==> config.mk <==
export PLATFORM = sky130hd
export DESIGN_NAME = hazard_unit_sb
export DESIGN_NICKNAME = d
export VERILOG_FILES = /design/src/rtl/hazard_unit_sb.sv
export SDC_FILE = /design/constraint.sdc
export NUM_CORES = 1
export LEC_CHECK = 0
export BUFFER_PORTS_ARGS = -buffer_cell sky130_fd_sc_hd__buf_4
export CELL_PAD_IN_SITES_DETAIL_PLACEMENT = 0
export CELL_PAD_IN_SITES_GLOBAL_PLACEMENT = 1
export CORE_ASPECT_RATIO = 1.1
export CORE_MARGIN = 5
export CORE_UTILIZATION = 35
export DETAILED_ROUTE_END_ITERATION = 8
export MAX_ROUTING_LAYER = met4
export PLACE_DENSITY_LB_ADDON = 0.12
export SYNTH_ARGS = -nofsm -noshare
export SYNTH_HDL_FRONTEND = slang
export SYNTH_SLANG_ARGS = --single-unit
==> constraint.sdc <==
create_clock -name clk -period 4.3 [get_ports clk]
set_input_delay 0.215 -clock clk [delete_from_list [all_inputs] [get_ports clk]]
set_output_delay 0.215 -clock clk [all_outputs]
set_load 0.01 [all_outputs]
==> src/rtl/hazard_unit_sb.sv <==
// rtl/hazard_unit_sb.sv - RV32I hazard unit with load-use FSM, long-op scoreboard and stall counter
module hazard_unit_sb #(
    parameter int ADDR_W   = 5,
    parameter int NUM_REGS = 32,
    parameter int LOAD_LAT = 1,
    parameter int CNT_W    = 16
) (
    input  logic              clk,
    input  logic              rst_n,
    input  logic [ADDR_W-1:0] Rs1D,
    input  logic [ADDR_W-1:0] Rs2D,
    input  logic [ADDR_W-1:0] Rs1E,
    input  logic [ADDR_W-1:0] Rs2E,
    input  logic [ADDR_W-1:0] RdE,
    input  logic [ADDR_W-1:0] RdM,
    input  logic [ADDR_W-1:0] RdW,
    input  logic              MemtoRegE,
    input  logic              RegWriteM,
    input  logic              RegWriteW,
    input  logic              PCSrcE,
    input  logic              LongIssueE,
    input  logic              LongOpD,
    input  logic              LongDone,
    input  logic [ADDR_W-1:0] LongRd,
    output logic              StallF,
    output logic              StallD,
    output logic              FlushD,
    output logic              FlushE,
    output logic [1:0]        ForwardAE,
    output logic [1:0]        ForwardBE,
    output logic [CNT_W-1:0]  StallCount
);

    typedef enum logic {IDLE, LDSTALL} ld_state_t;

    localparam logic [1:0] LD_INIT = 2'(LOAD_LAT - 1);

    ld_state_t           state;
    logic [1:0]          ld_cnt;
    logic [NUM_REGS-1:0] busy;
    logic                long_pend;

    logic       ld_entry, ld_stall, sb_stall, stall, stall_f, flush_e, issue;
    logic       busy_a, busy_b;
    logic [1:0] fwd_a, fwd_b;

    always_comb begin
        ld_entry = (state == IDLE) && MemtoRegE && (RdE != '0)
                   && ((RdE == Rs1D) || (RdE == Rs2D)) && !PCSrcE;
        ld_stall = ld_entry || ((state == LDSTALL) && (ld_cnt != 2'd0));

        // A register whose long result lands this cycle is readable through the bypass.
        busy_a   = busy[Rs1D] && (Rs1D != '0) && !(LongDone && (LongRd == Rs1D));
        busy_b   = busy[Rs2D] && (Rs2D != '0) && !(LongDone && (LongRd == Rs2D));
        sb_stall = busy_a || busy_b || (LongOpD && long_pend && !LongDone);

        stall    = ld_stall || sb_stall;
        stall_f  = stall && !PCSrcE;
        flush_e  = stall || PCSrcE;
        issue    = LongIssueE && !flush_e;

        fwd_a = 2'b00;
        if (Rs1E != '0) begin
            if (LongDone && (LongRd == Rs1E))      fwd_a = 2'b11;
            else if (RegWriteM && (RdM == Rs1E))   fwd_a = 2'b01;
            else if (RegWriteW && (RdW == Rs1E))   fwd_a = 2'b10;
        end
        fwd_b = 2'b00;
        if (Rs2E != '0) begin
            if (LongDone && (LongRd == Rs2E))      fwd_b = 2'b11;
            else if (RegWriteM && (RdM == Rs2E))   fwd_b = 2'b01;
            else if (RegWriteW && (RdW == Rs2E))   fwd_b = 2'b10;
        end
    end

    // Outputs are forced low while reset is held so the pipeline sees no stale control.
    assign StallF    = rst_n && stall_f;
    assign StallD    = rst_n && stall_f;
    assign FlushD    = rst_n && PCSrcE;
    assign FlushE    = rst_n && flush_e;
    assign ForwardAE = rst_n ? fwd_a : 2'b00;
    assign ForwardBE = rst_n ? fwd_b : 2'b00;

    always_ff @(posedge clk or negedge rst_n) begin
        if (!rst_n) begin
            state      <= IDLE;
            ld_cnt     <= 2'd0;
            busy       <= '0;
            long_pend  <= 1'b0;
            StallCount <= '0;
        end else begin
            case (state)
                IDLE: begin
                    if (ld_entry) begin
                        state  <= LDSTALL;
                        ld_cnt <= LD_INIT;
                    end
                end
                LDSTALL: begin
                    if (ld_cnt == 2'd0) state <= IDLE;
                    else                ld_cnt <= ld_cnt - 2'd1;
                end
                default: state <= IDLE;
            endcase

            // Clear first, set last: a newer issue to the same register wins.
            if (LongDone) begin
                busy[LongRd] <= 1'b0;
                long_pend    <= 1'b0;
            end
            if (issue) begin
                long_pend <= 1'b1;
                if (RdE != '0) busy[RdE] <= 1'b1;
            end

            if (stall_f && (StallCount != '1))
                StallCount <= StallCount + CNT_W'(1);
        end
    end

endmodule

# Word level (Yosys, flattened, before mapping)

Cells that the tools add are included.

Register bits: 52
Bits of input ports: 49
Output and inout port bits: 24
Logic and storage cells: 106

Add/sub/neg operators: 2
Order comparisons: 6
Eq/ne operators: 13
Multiplexer cells: 29
Bitwise gates (word level): 4
Reduce and logical (&&, ||, !) cells: 47

Operators by type and width:

| kind                    | number |
|---|---|
| $mux W32                | 3 |
| $eq A5 B5 Y1            | 10 |
| $and A32 B32 Y32        | 1 |
| $not A32 Y32            | 1 |
| $or A32 B32 Y32         | 1 |
| $logic_and A1 B1 Y1     | 27 |
| $reduce_bool A5 Y1      | 5 |
| $lt A5 B6 Y1 const B    | 4 |
| $mux W2                 | 12 |
| $add A16 B1 Y16 const B | 1 |
| $ne A16 B16 Y1 const B  | 1 |
| $bmux W1 S5             | 2 |
| $demux W1 S5            | 2 |
| $ge A5 B1 Y1 const B    | 2 |
| $mux W1                 | 8 |
| $logic_or A1 B1 Y1      | 6 |
| $logic_not A1 Y1        | 5 |
| $ne A2 B2 Y1 const B    | 2 |
| $pmux W2 S2             | 1 |
| $reduce_bool A2 Y1      | 2 |
| $logic_not A2 Y1        | 1 |
| $pmux W1 S2             | 1 |
| $reduce_and A2 Y1       | 1 |
| $sub A2 B1 Y2 const B   | 1 |
| $not A1 Y1              | 1 |

# Logic depth before layout (Yosys ltp)

Depth in word-level cells: 11
Depth in mapped cells: 10
Mapped depth without buffers: 8

# Least setup slack after synthesis

Ideal clock, no wire load.

Path kind: input-to-output
From: input Rs2D[0]
To: output StallF
Arrival time: 2.573 ns
Data required time: 4.085 ns
Path slack: 1.512 ns
Cell stages on the path: 9
Buffers on the path: 3
Cell sequence: buf_2 mux4_2 mux2_2 nor3b_2 nor4_1 a2111oi_4 clkbuf_1 nor3b_1 buf_4

Longest elaborated chain between the ends: 9
Elaborated cells on any way between the ends: 18
Those cells by class: eq/ne: 2; mux: 2; reduce/logical: 14

RTL lines:

| element                                                              | line | text |
|---|---|---|
| start, declared                                                      | 11   | `input logic [ADDR_W-1:0] Rs2D,` |
| $bmux W1 S5 or $eq A5 B5 Y1 (tied branches)                          | 54   | `busy_b = busy[Rs2D] && (Rs2D != '0) && !(LongDone && (LongRd == Rs2D));` |
| $mux W1 (implied by the code) or $logic_and A1 B1 Y1 (tied branches) | 54   |  |
| $logic_and A1 B1 Y1 or $logic_not A1 Y1 (tied branches)              | 54   |  |
| $logic_and A1 B1 Y1                                                  | 54   |  |
| $logic_or A1 B1 Y1 (2 in a row)                                      | 55   | `sb_stall = busy_a \|\| busy_b \|\| (LongOpD && long_pend && !LongDone);` |
| $logic_or A1 B1 Y1 (*)                                               | 57   | `stall = ld_stall \|\| sb_stall;` |
| $logic_and A1 B1 Y1 (*)                                              | 58   | `stall_f = stall && !PCSrcE;` |
| $logic_and A1 B1 Y1 (*)                                              | --   |  |
| end, declared                                                        | 25   | `output logic StallF,` |

Every way passes the cells marked *; elsewhere a longest branch is shown, timed or not. The select of a mux whose other input is x is not followed.

# Worst setup path in the final report

From: register busy[29]
To: register busy[3]

Longest elaborated chain between the ends: 11
Elaborated cells on any way between the ends: 15
Those cells by class: mux: 5; reduce/logical: 10

RTL lines:

| element                                                    | line   | text |
|---|---|---|
| start, declared                                            | 40     | `logic [NUM_REGS-1:0] busy;` |
| start signal, assigned                                     | 88     | `busy <= '0;` |
| start signal, assigned by index                            | 108    | `busy[LongRd] <= 1'b0;` |
| start signal, assigned by index                            | 113    | `if (RdE != '0) busy[RdE] <= 1'b1;` |
| $bmux W1 S5, on equally long branches                      | 53, 54 |  |
| $mux W1, on equally long branches                          | 53, 54 |  |
| $logic_and A1 B1 Y1, on equally long branches (2 in a row) | 53, 54 |  |
| $logic_or A1 B1 Y1 (*) (2 in a row)                        | 55     |  |
| $logic_or A1 B1 Y1 (*)                                     | 57     |  |
| $logic_or A1 B1 Y1 (*)                                     | 59     | `flush_e = stall \|\| PCSrcE;` |
| $logic_not A1 Y1 (*)                                       | 60     | `issue = LongIssueE && !flush_e;` |
| $logic_and A1 B1 Y1 (*)                                    | 60     |  |
| $mux W32 (*)                                               | 111    | `if (issue) begin` |

Marked as above.
A chain may end at the register's enable or synchronous reset.

==> impl_results.md <==
* Fin Hold WS at -0.0267 ns
* Psw at 0.000463 W
* Layout cells sized above 1 at 25.1%
* Post-synthesis sequential area ratio at 35.3%
* Post-CTS sizing at 0
* # IOs at 73
* Largest net degree at the start of global routing at 57
* Die width at 107 µm
* Vias post-DR at 3141
* Status: finished with violations
* Routed WL at 11000 µm
* Antenna violations before repair at 0
* Mapped Cells at 374
* Cell Int Power at 0.00102 W
* CTS buffer count at 5
* Largest fanout on the critical path at 32
* Min cycle time layout at 3.22 ns
* Pwr Total at 0.00148 W
* Register bit total from synthesis at 51
* Crit path kind: flop to flop
* Worst min-delay path class: primary input to async pin
* Number of global-route vias before repair at 3318
* DR DRC count at 0
* Skew final at 0.00742 ns
* Synthesized net count at 425
* Yosys cell types at 46
* PortBufs at 72
* Final Max Tran Viols at 0
* Final Hold Vio Count at 31
* Worst Setup End Kind: flop
* Area grow syn2layout at 20.7%
* CORE AREA at 10200 µm²
* RSZ-0062 raised after global routing: no
* Clock Latency Late Sink at 0.29 ns
* DR pass1 iterations at 4
* Rows at 39
* Routability cong. at 0.878
* Least-Margin Pin Slew at 0.791 ns
* Peak supply drop at 0.000241 V
* Max Cap Viol at 0
* Ys Warns at 0
* Clock root cell: clkbuf_16
* Flop pwr share at 41.4%
* H-tree levels at 2
* ANT cells at 0
* WL/cell at 20.1 µm
* Vias/cell at 5.71
* Clk slew on worst S/H paths at 0.07 ns
* Clock Sinks at 51
* Slew headroom at 46.7%
* Antenna Violating Nets Remaining at 0
* Bufs on Longest Clock Path at 2
* Leakage power at 1.89 nW
* Detailed Route Iter0 Violations at 242
* DIE HEIGHT at 117 µm
* Final nets at 477
* Switching share of power at 31.3%
* Power share of the clock group at 31.0%
* Sum of net half-perimeters after detailed placement at 7910 µm
* Combinational power share at 27.6%
* Worst EP arrival at 3.41 ns
* Crit start category: flop
* CTS tree: done
* Total GRT Usage at 18.9%
* Synthesized cell area at 3620 µm²
* Starting Density at 35.3%
* F_max at 310 MHz
* Full die area at 12500 µm²
* Final period util at 75.0%
* Post-synth EDFFs at 0
* Setup TNS at 0 ns
* First-pass GRT wire length at 17800 µm
* Cts hold-fix bufs at 0
* Post-CTS Setup Inserts at 0
* Violated checks: hold timing
* Async SR Flop Fraction at 100%
* PD cells at 339 nW/µm²
* Final setup viols at 0
* Crit path required time at 4.49 ns
* Grt total ovfl at 0
* Top FF cell, synth: dfrtp_1
* Mapped Avg Cell Area at 9.68 µm²
placed cells by master, fill, tap and decap left out, types with 3 or more instances in the layout:
cell / n
a31oi_1: 4
and3_1: 5
buf_4: 74
clkbuf_16: 5
dfrtp_1: 51
inv_1: 5
mux2_2: 5
mux2i_1: 11
mux4_2: 10
nand2_1: 16
nand2b_1: 4
nand3_1: 18
nand3b_1: 11
nor2_1: 9
nor3_1: 10
nor3b_1: 5
nor4_1: 14
o21ai_0: 35
o31ai_1: 32
or3_1: 3
or3b_2: 5
xnor2_1: 14
xor2_1: 50
metrics by stage:
| stage | hold WS, ns | instance area (µm²) | utilization (%) | setup WS [ns] | std cells |
|---|---|---|---|---|---|
| 2_1_floorplan | -0.0806 | 3620 | - | 1.51 | 374 |
| 3_3_place_gp | 0.326 | 4200 | 41.0 | 1.04 | 542 |
| 3_5_place_dp | 0.324 | 4200 | 41.0 | 0.995 | 542 |
| 4_1_cts | 0.00867 | 4370 | 42.6 | 1.08 | 550 |
| 5_1_grt | 0.0506 | 4370 | 42.6 | 0.869 | 550 |
| 6_report | -0.0267 | 4370 | 42.6 | 1.08 | 550 |
worst paths after layout:
| kind | startpoint | slack (ns) | cells after the start | end |
|---|---|---|---|---|
| worst max-delay path | busy[29]$_DFF_PN0_ | 1.08 | 8 | busy[3]$_DFF_PN0_ |
| worst min-delay path | rst_n | -0.03 | 1 | busy[26]$_DFF_PN0_ |
| worst max register to register | busy[29]$_DFF_PN0_ | 1.08 | 8 | busy[3]$_DFF_PN0_ |
| worst min register to register | ld_cnt[0]$_DFFE_PN0P_ | 0.49 | 1 | ld_cnt[0]$_DFFE_PN0P_ |
| max in group asynchronous | rst_n | 3.84 | 1 | busy[31]$_DFF_PN0_ |
| min in group clk | LongDone | 0.20 | 2 | long_pend$_DFFE_PN0P_ |
power by group through the flow:
stage	clock [W]	combinational (W)	sequential, W
2_1_floorplan	0	0.000239	0.000613
3_3_place_gp	0	0.000408	0.000622
3_5_place_dp	0	0.000410	0.000621
4_1_cts	0.000472	0.000413	0.000612
5_1_grt	0.000490	0.000449	0.000624
6_report	0.000459	0.000409	0.000614
cells by family after synthesis:
kind of cell | count (synthesis) | share of synthesized area [%]
buffers and inverters | 34 | 4.04
xor gates and xnor gates | 64 | 15.5
adders and majority gates | 2 | 0.691
AOI/OAI and AO/OA | 83 | 15.2
muxes | 26 | 10.8
and+or+nand+nor | 114 | 18.5
DFF | 51 | 35.3
final cells by class:
type | instances | area [µm²]
fillers | 1057 | 5880
multi-input cells | 289 | 2200
flip-flops and latches | 51 | 1280
repair buffers | 74 | 556
well taps | 123 | 154
clock buffers | 5 | 125
clock inverters | 3 | 43.8
inverters | 5 | 18.8
critical path: stages (launching register included):
cell and delay, ns:
dfrtp_1 0.42, mux4_2 0.47, nor2_1 0.11, o22ai_1 0.08, or3_1 0.39, a2111oi_4 0.34, buf_4 0.29, nand3_2 0.55
o31ai_1 0.45
Yosys cell counts, drive strengths merged, types with 3 or more instances:
cell,instances,area (µm²)
nor3,10,50.1
mux4,10,225
buf,13,67.6
o31ai,32,240
nor4,14,87.6
inv,5,18.8
a31oi,4,25.0
mux2,5,56.3
o21ai,35,175
dfrtp,51,1280
nand2,16,60.1
nand3,19,100
and3,5,31.3
mux2i,11,110
or3,3,18.8
nor2,9,33.8
nand2b,4,25.0
or3b,5,43.8
clkbuf,16,60.1
nor3b,6,50.1
nand3b,11,82.6
xor2,50,438
xnor2,14,123
flip-flops by register name, summed over array words and instances (netlist names):
name        cells
StallCount     16
long_pend       1
state           1
busy           31
ld_cnt          2
per-layer routing:
metal  track usage, %  share of wire [%]  vias to the layer above
met2             32.7                 49                       88
met5                -                  0                        -
met3             2.87                5.1                        7
li1                 -                  -                     1486
met1             23.8                 45                     1560
met4             3.50               0.92                        0
Note: power is estimated with default switching activity, not from simulation.
